$ cat src/rtl/pwm_pkg.sv
// Shared widths, constants and the PWM compare rule for the pwm_generator slice.
// Build option: PWM_SHADOW_EN (see pwm_generator.sv).
package pwm_pkg;

    localparam int unsigned PWM_BITS   = 8;
    localparam int unsigned PWM_PERIOD = 256;
    localparam int unsigned NUM_PINS   = 16;
    localparam logic [PWM_BITS-1:0] DUTY_FULL = 8'hFF;

    // Full-scale code forces a solid high so there is no one-step dip at the wrap.
    function automatic logic pwm_level(input logic [PWM_BITS-1:0] cnt,
                                       input logic [PWM_BITS-1:0] duty);
        return (duty == DUTY_FULL) || (cnt < duty);
    endfunction

endpackage

$ cat src/rtl/pwm_prescaler.sv
// Divides clk by CLK_DIV, producing a one-cycle tick every CLK_DIV clocks.
module pwm_prescaler #(
    parameter int unsigned CLK_DIV = 13
) (
    input  logic clk,
    input  logic rst_n,
    output logic tick
);

    localparam int unsigned CNT_W = (CLK_DIV > 1) ? $clog2(CLK_DIV) : 1;
    localparam logic [CNT_W-1:0] LAST = CNT_W'(CLK_DIV - 1);

    logic [CNT_W-1:0] pre_cnt;

    // tick is decoded from the counter register, so it is glitch-free within clk.
    assign tick = (pre_cnt == LAST);

    always_ff @(posedge clk or negedge rst_n) begin
        if (!rst_n) begin
            pre_cnt <= '0;
        end else if (tick) begin
            pre_cnt <= '0;
        end else begin
            pre_cnt <= CNT_W'(pre_cnt + 1'b1);
        end
    end

endmodule

$ cat src/rtl/pwm_generator.sv
// 16-pin output driver: each pin off, on, or following a shared 8-bit PWM waveform.
// Build option: define PWM_SHADOW_EN for period-aligned duty updates via a shadow register.
module pwm_generator
    import pwm_pkg::*;
#(
    parameter int unsigned CLK_DIV = 13
) (
    input  logic        clk,
    input  logic        rst_n,
    input  logic [7:0]  en_reg_out_7_0,
    input  logic [7:0]  en_reg_out_15_8,
    input  logic [7:0]  en_reg_pwm_7_0,
    input  logic [7:0]  en_reg_pwm_15_8,
    input  logic [7:0]  pwm_duty_cycle,
    output logic [15:0] out
);

    localparam logic [PWM_BITS-1:0] CNT_LAST = PWM_BITS'(PWM_PERIOD - 1);

    logic                tick;
    logic [PWM_BITS-1:0] pwm_cnt;
    logic [PWM_BITS-1:0] duty_eff;
    logic                pwm_raw;
    logic [NUM_PINS-1:0] en_out;
    logic [NUM_PINS-1:0] en_pwm;
    logic [NUM_PINS-1:0] out_nxt;

    assign en_out = {en_reg_out_15_8, en_reg_out_7_0};
    assign en_pwm = {en_reg_pwm_15_8, en_reg_pwm_7_0};

    pwm_prescaler #(
        .CLK_DIV (CLK_DIV)
    ) u_prescaler (
        .clk   (clk),
        .rst_n (rst_n),
        .tick  (tick)
    );

    // Free-running period counter, wraps naturally at 2^PWM_BITS.
    always_ff @(posedge clk or negedge rst_n) begin
        if (!rst_n) begin
            pwm_cnt <= '0;
        end else if (tick) begin
            pwm_cnt <= PWM_BITS'(pwm_cnt + 1'b1);
        end
    end

`ifdef PWM_SHADOW_EN
    logic [PWM_BITS-1:0] duty_sh;

    // Capture on the last step of a period so the new duty starts exactly at count 0.
    always_ff @(posedge clk or negedge rst_n) begin
        if (!rst_n) begin
            duty_sh <= '0;
        end else if (tick && (pwm_cnt == CNT_LAST)) begin
            duty_sh <= pwm_duty_cycle;
        end
    end

    assign duty_eff = duty_sh;
`else
    logic unused_cnt_last;
    assign unused_cnt_last = ^CNT_LAST;
    assign duty_eff        = pwm_duty_cycle;
`endif

    // Pin mux: disabled pins are low regardless of PWM mode.
    always_comb begin
        pwm_raw = pwm_level(pwm_cnt, duty_eff);
        out_nxt = '0;
        for (int i = 0; i < int'(NUM_PINS); i++) begin
            if (en_out[i]) begin
                out_nxt[i] = en_pwm[i] ? pwm_raw : 1'b1;
            end
        end
    end

    always_ff @(posedge clk or negedge rst_n) begin
        if (!rst_n) begin
            out <= '0;
        end else begin
            out <= out_nxt;
        end
    end

endmodule

$ cat config.mk
export PLATFORM = sky130hd
export DESIGN_NAME = pwm_generator
export DESIGN_NICKNAME = d
export VERILOG_FILES = /design/src/rtl/pwm_pkg.sv /design/src/rtl/pwm_prescaler.sv /design/src/rtl/pwm_generator.sv
export SDC_FILE = /design/constraint.sdc
export NUM_CORES = 1
export LEC_CHECK = 0
export BUFFER_PORTS_ARGS = -buffer_cell sky130_fd_sc_hd__buf_2
export CAP_MARGIN = 20
export CELL_PAD_IN_SITES_DETAIL_PLACEMENT = 1
export CELL_PAD_IN_SITES_GLOBAL_PLACEMENT = 1
export CORE_AREA = 4 4 67 69
export DETAILED_ROUTE_END_ITERATION = 10
export DIE_AREA = 0 0 71 73
export PLACE_DENSITY_LB_ADDON = 0.2
export SLEW_MARGIN = 30
export SYNTH_ARGS = -nofsm -noshare
export SYNTH_HDL_FRONTEND = slang
export SYNTH_HIERARCHICAL = 1
export SYNTH_SLANG_ARGS = --single-unit
$ cat constraint.sdc
create_clock -name clk -period 2 [get_ports clk]
set_input_delay 0.3 -clock clk [delete_from_list [all_inputs] [get_ports clk]]
set_output_delay 0.3 -clock clk [all_outputs]
set_load 0.03 [all_outputs]
# --- Word level (Yosys, flattened, before mapping) ---
# Index checks and enable logic that the tools add are counted.
totals:
  register_bits: 28
  latch_bits: 0
  ram_bits: 0
  romBits: 0
  inputBits: 42
  out_inout_bits: 16
  wordCells: 42
  n_memories: 0
classes:
  addsub: 2
  n_mul: 0
  div: 0
  magnitude_cmp: 1
  eq_ne: 2
  shift: 0
  n_mux: 33
  bitwise: 0
  reduce_logical: 1
ops:
  columns: ["op", "n"]
  rows:
  - ["1-bit 2-to-1 mux", 32]
  - ["8-bit by 1-bit adder with 8-bit output (second input constant)", 1]
  - ["8-bit == test (second input constant)", 1]
  - ["8-bit < comparator", 1]
  - ["4-bit by 1-bit adder with 4-bit output (second input constant)", 1]
  - ["4-bit == test (second input constant)", 1]
  - ["4-bit 2-to-1 mux", 1]
  - ["1-bit logical OR", 1]

# --- Depth between registers and ports, before layout ---
logic_depth:
  depth_word: 4
  ltp_mapped: 7
  mapped_depth_nobuf: 7

# --- Modules after synthesis ---
# The synthesis kept the hierarchy.
by_module_without_submodules:
  columns: ["module", "instances", "cells_per_inst", "area_each_um2"]
  rows:
  - ["pwm_generator", 1, 85, 1132.3]
  - ["pwm_prescaler", 1, 17, 196.4]

# --- Worst setup path before layout ---
# OpenSTA, ideal clock, no wires.
synth_timing:
  kind: "flip-flop to flip-flop"
  start: "reg pwm_cnt[5]"
  end: "reg out[10]"
  setup_ps: 122
  arrival_ps: 1613
  t_required_ps: 1878
  setup_slack_ps: 265
  stages_incl_launch_ff: 7
  synth_period_minus_slack_ps: 1735
  cell_sequence: "dfrtp_1 > ha_1 > and4_2 > o21ai_2 > o32ai_2 > buf_6 > a21boi_2"
synth_between:
  elab_chain_len: 4
synth_rtl:
  columns: ["item", "line_no", "text"]
  rows:
  - ["start, declared", "pwm_generator.sv:21", "logic [PWM_BITS-1:0] pwm_cnt;"]
  - ["start signal, assigned", "pwm_generator.sv:44", "pwm_cnt <= PWM_BITS'(pwm_cnt + 1'b1);"]
  - ["8-bit < comparator", "pwm_pkg.sv:13", "return (duty == DUTY_FULL) || (cnt < duty);"]
  - ["1-bit logical OR", "pwm_pkg.sv:13", null]
  - ["1-bit 2-to-1 mux", "pwm_generator.sv:73", "out_nxt[i] = en_pwm[i] ? pwm_raw : 1'b1;"]
  - ["1-bit 2-to-1 mux", "pwm_generator.sv:72", "if (en_out[i]) begin"]
  - ["net out_nxt[10]", "pwm_generator.sv:26", "logic [NUM_PINS-1:0] out_nxt;"]
  - ["end signal, assigned", "pwm_generator.sv:82", "out <= out_nxt;"]
  - ["end, declared", "pwm_generator.sv:15", "output logic [15:0] out"]
# The timed path passes the listed nets, and every way through them passes these cells.
# A chain may end at the register's enable or synchronous reset.

# --- Final worst setup path ---
layout_timing:
  start: "reg pwm_cnt[5]"
  end: "reg out[0]"
# The elaborated chain is that of the path after synthesis.

==> out/metrics.csv <==
stage,metric,value,unit
status,status,"complete, no violations",
global_route,first-pass GRT wire length,5.17,mm
detailed_routing,vias per cell,4.68,
final_layout,share of cells above drive strength 1,0.491,
hold_path,Hold Crit Class,primary input to async pin,
pwr,total chip power,1.07,mW
sta,hold slack,31.0,ps
detailed_routing,WL/cell,14.1,um
synth,prevailing post-synth register cell,dfrtp_1,
detailed_routing,Routed Antenna Nets,0,
synth,Post-Syn Area,1330,sq um
sta,RSZ-0062 raised after global routing,no,
synth,leading area contributor after synthesis,dfrtp_1,
floorplan,die width,71,um
sta,minimum clock period,1840,ps
sta,Final period util,0.919,
clocking,clk sink count,28,
global_route,GRT Residual Overflow,0,
detailed_routing,Detailed Routing Iterations Pass 1,3,
floorplan,Ports,58,
synth,synthesis warning total,6,
floorplan,Core Area,3910,sq um
synth,#FFs+latches synth,28,
global_route,largest net degree at the start of global routing,29,
synth,sequential fraction of the synthesis area,0.527,
clocking,CTS tree,built,
floorplan,FP Rows,23,
final_layout,Util after Layout,0.445,
final_layout,Post-layout nets,216,
floorplan,Die H,73,um
sta,setup TNS,0,ps
worst_setup_path,Worst Setup End Kind,flop,
worst_setup_path,"Data required, critical path",2140,ps
synth,Post-synth EDFFs,0,
detailed_routing,DRT iter0 DRCs,7,
synth,Synth Area per Inst,13.0,sq um
clocking,clk_lat worst skew,270,ps
clocking,htree depth,1,
clocking,CTS clock-pin slew for the worst setup and hold paths,90,ps
clocking,post-CTS setup buffers,0,
placement,dpl cell area,1690,sq um
sta,worst setup margin,162,ps
clocking,Root Buffer Master,clkbuf_8,
clocking,cts hold-fix bufs,0,
final_layout,final std cells w/o fill,213,
worst_setup_path,Crit Path Max Fanout,16,
detailed_routing,final WL,3.01,mm
clocking,post-CTS resize count,0,
clocking,Max Root-Sink Buffers,2,
sta,"Slew Viols, Final",0,
synth,top-area cell type share of the netlist area,0.527,
placement,GP Congestion,0.805,
placement,detailed placement HPWL,2.48,mm
final_layout,Area Growth Syn to Fin,31.0,%
sta,max frequency,544,MHz
synth,Cells after Synth,102,
sta,final setup violating endpoints,0,
sta,Final Hold Viols,0,
sta,Slew headroom,0.592,
run,max-cap violation count,0,
floorplan,Starting Density,0.340,
worst_setup_path,Worst Setup Path Type,flop to flop,
synth,Synth area leaders,"dfrtp_1 (53%), ha_1 (9.4%), a21boi_2 (8.5%), a21boi_0 (3.4%), inv_1 (2.8%)",
global_route,Tot GR Track Use,0.126,
synth,Synthesized Nets,154,
sta,Clock Skews,3.42,ps
final_layout,ant diodes,0,
placement,Port Buffers,57,
placement,Inst Count DP,209,
clocking,TritonCTS buffer count,3,
detailed_routing,total number of vias,996,
worst_setup_path,"Arr. time, crit path",1980,ps
pwr,leakage,0.880,nW
worst_setup_path,Startpoint Class,flop,
floorplan,DIE AREA,5180,sq um
global_route,initial antenna violation count,0,
final_layout,fin area,1740,sq um
global_route,vias in the first global route,1133,
pwr,peak supply drop,0.000314,V
sta,worst slew pin tran,612,ps
detailed_routing,DRC Markers,0,
synth,most numerous cell in the Yosys netlist,dfrtp_1,
synth,"Async S/R FF share, synth",1.00,
pwr,pwr dens,615,nW/um^2
synth,"Distinct cells, synth",28,
synth,"top cells by count, synth","dfrtp_1 (28), a21boi_2 (10), ha_1 (10), inv_1 (10), a21boi_0 (6)",
placement,Setup WS pre-CTS,158,ps
power breakdown:
| part | total, mW | internal [mW] | switching [mW] | leakage [nW] |
|---|---|---|---|---|
| clock network | 0.341 | 0.176 | 0.165 | 0.0288 |
| logic | 0.144 | 0.0607 | 0.0829 | 0.517 |
| registers | 0.587 | 0.582 | 0.00440 | 0.334 |
cells in the final DEF (no fill, tap or decap):
cell and count:
and4_2 1, mux2i_1 1, nand2b_4 1, inv_1 10, mux2_2 1, and4b_1 1, nand4_1 4, buf_2 57
o21ai_2 1, a21oi_1 1, nor2_1 5, a21boi_2 10, a41o_2 1, buf_12 1, a2111oi_4 1, a311o_1 1
nor2b_1 1, dfrtp_1 28, nand3_1 1, xnor2_1 4, a21boi_0 6, and3_1 1, a21bo_2 1, clkbuf_8 4
nand2_1 4, o32ai_2 1, a21o_1 1, o21a_1 1, ha_1 10, xor2_1 3
cells by family after synthesis:
logic type | count (synthesis) | share of synthesized area
xor+xnor | 7 | 0.0461
fa+ha+maj | 10 | 0.0942
mux | 2 | 0.0160
buf+inv | 11 | 0.0367
compound gates | 25 | 0.197
simple gates | 19 | 0.0829
flops | 28 | 0.527
layer usage:
metal / GRT usage / wire length (um) / vias to the layer above / share of wire
met3: 0.0386 / 269 / 4 / 0.089
met4: 0.0376 / 35 / 0 / 0.012
met2: 0.232 / 1570 / 44 / 0.52
met5: 0 / 0 / - / 0
li1: - / - / 477 / -
met1: 0.139 / 1140 / 471 / 0.38
registers in the layout (all words and copies together) (netlist names):
signal	count
u_prescaler/pre_cnt	4
pwm_cnt	8
out	16
path summary, 6_finish.rpt:
| check | start | end | slack, ps | cells after the start |
|---|---|---|---|---|
| min in group clk | en_reg_pwm_15_8[2] | out[10]$_DFF_PN0_ | 180 | 2 |
| max in group asynchronous | rst_n | out[15]$_DFF_PN0_ | 1570 | 1 |
| min reg2reg | pwm_cnt[7]$_DFFE_PN0P_ | pwm_cnt[7]$_DFFE_PN0P_ | 500 | 1 |
| min | rst_n | out[10]$_DFF_PN0_ | 30 | 1 |
| max reg2reg | pwm_cnt[5]$_DFFE_PN0P_ | out[0]$_DFF_PN0_ | 160 | 6 |
| max | pwm_cnt[5]$_DFFE_PN0P_ | out[0]$_DFF_PN0_ | 160 | 6 |
layout make-up:
type | count | area, sq um
Sequential cell | 28 | 701
Inverter | 10 | 37.5
Multi-Input combinational cell | 63 | 579
Clock buffer | 4 | 55.1
Timing Repair Buffer | 58 | 305
Fill cell | 467 | 2170
Tap cell | 50 | 62.6
worst max-delay path: stages (launching register included):
cell      delay (ps)
dfrtp_1          440
ha_1             310
and4_2           230
o21ai_2           50
o32ai_2          360
buf_12           200
a21boi_0         120
Power figures use the tool's default switching activity.
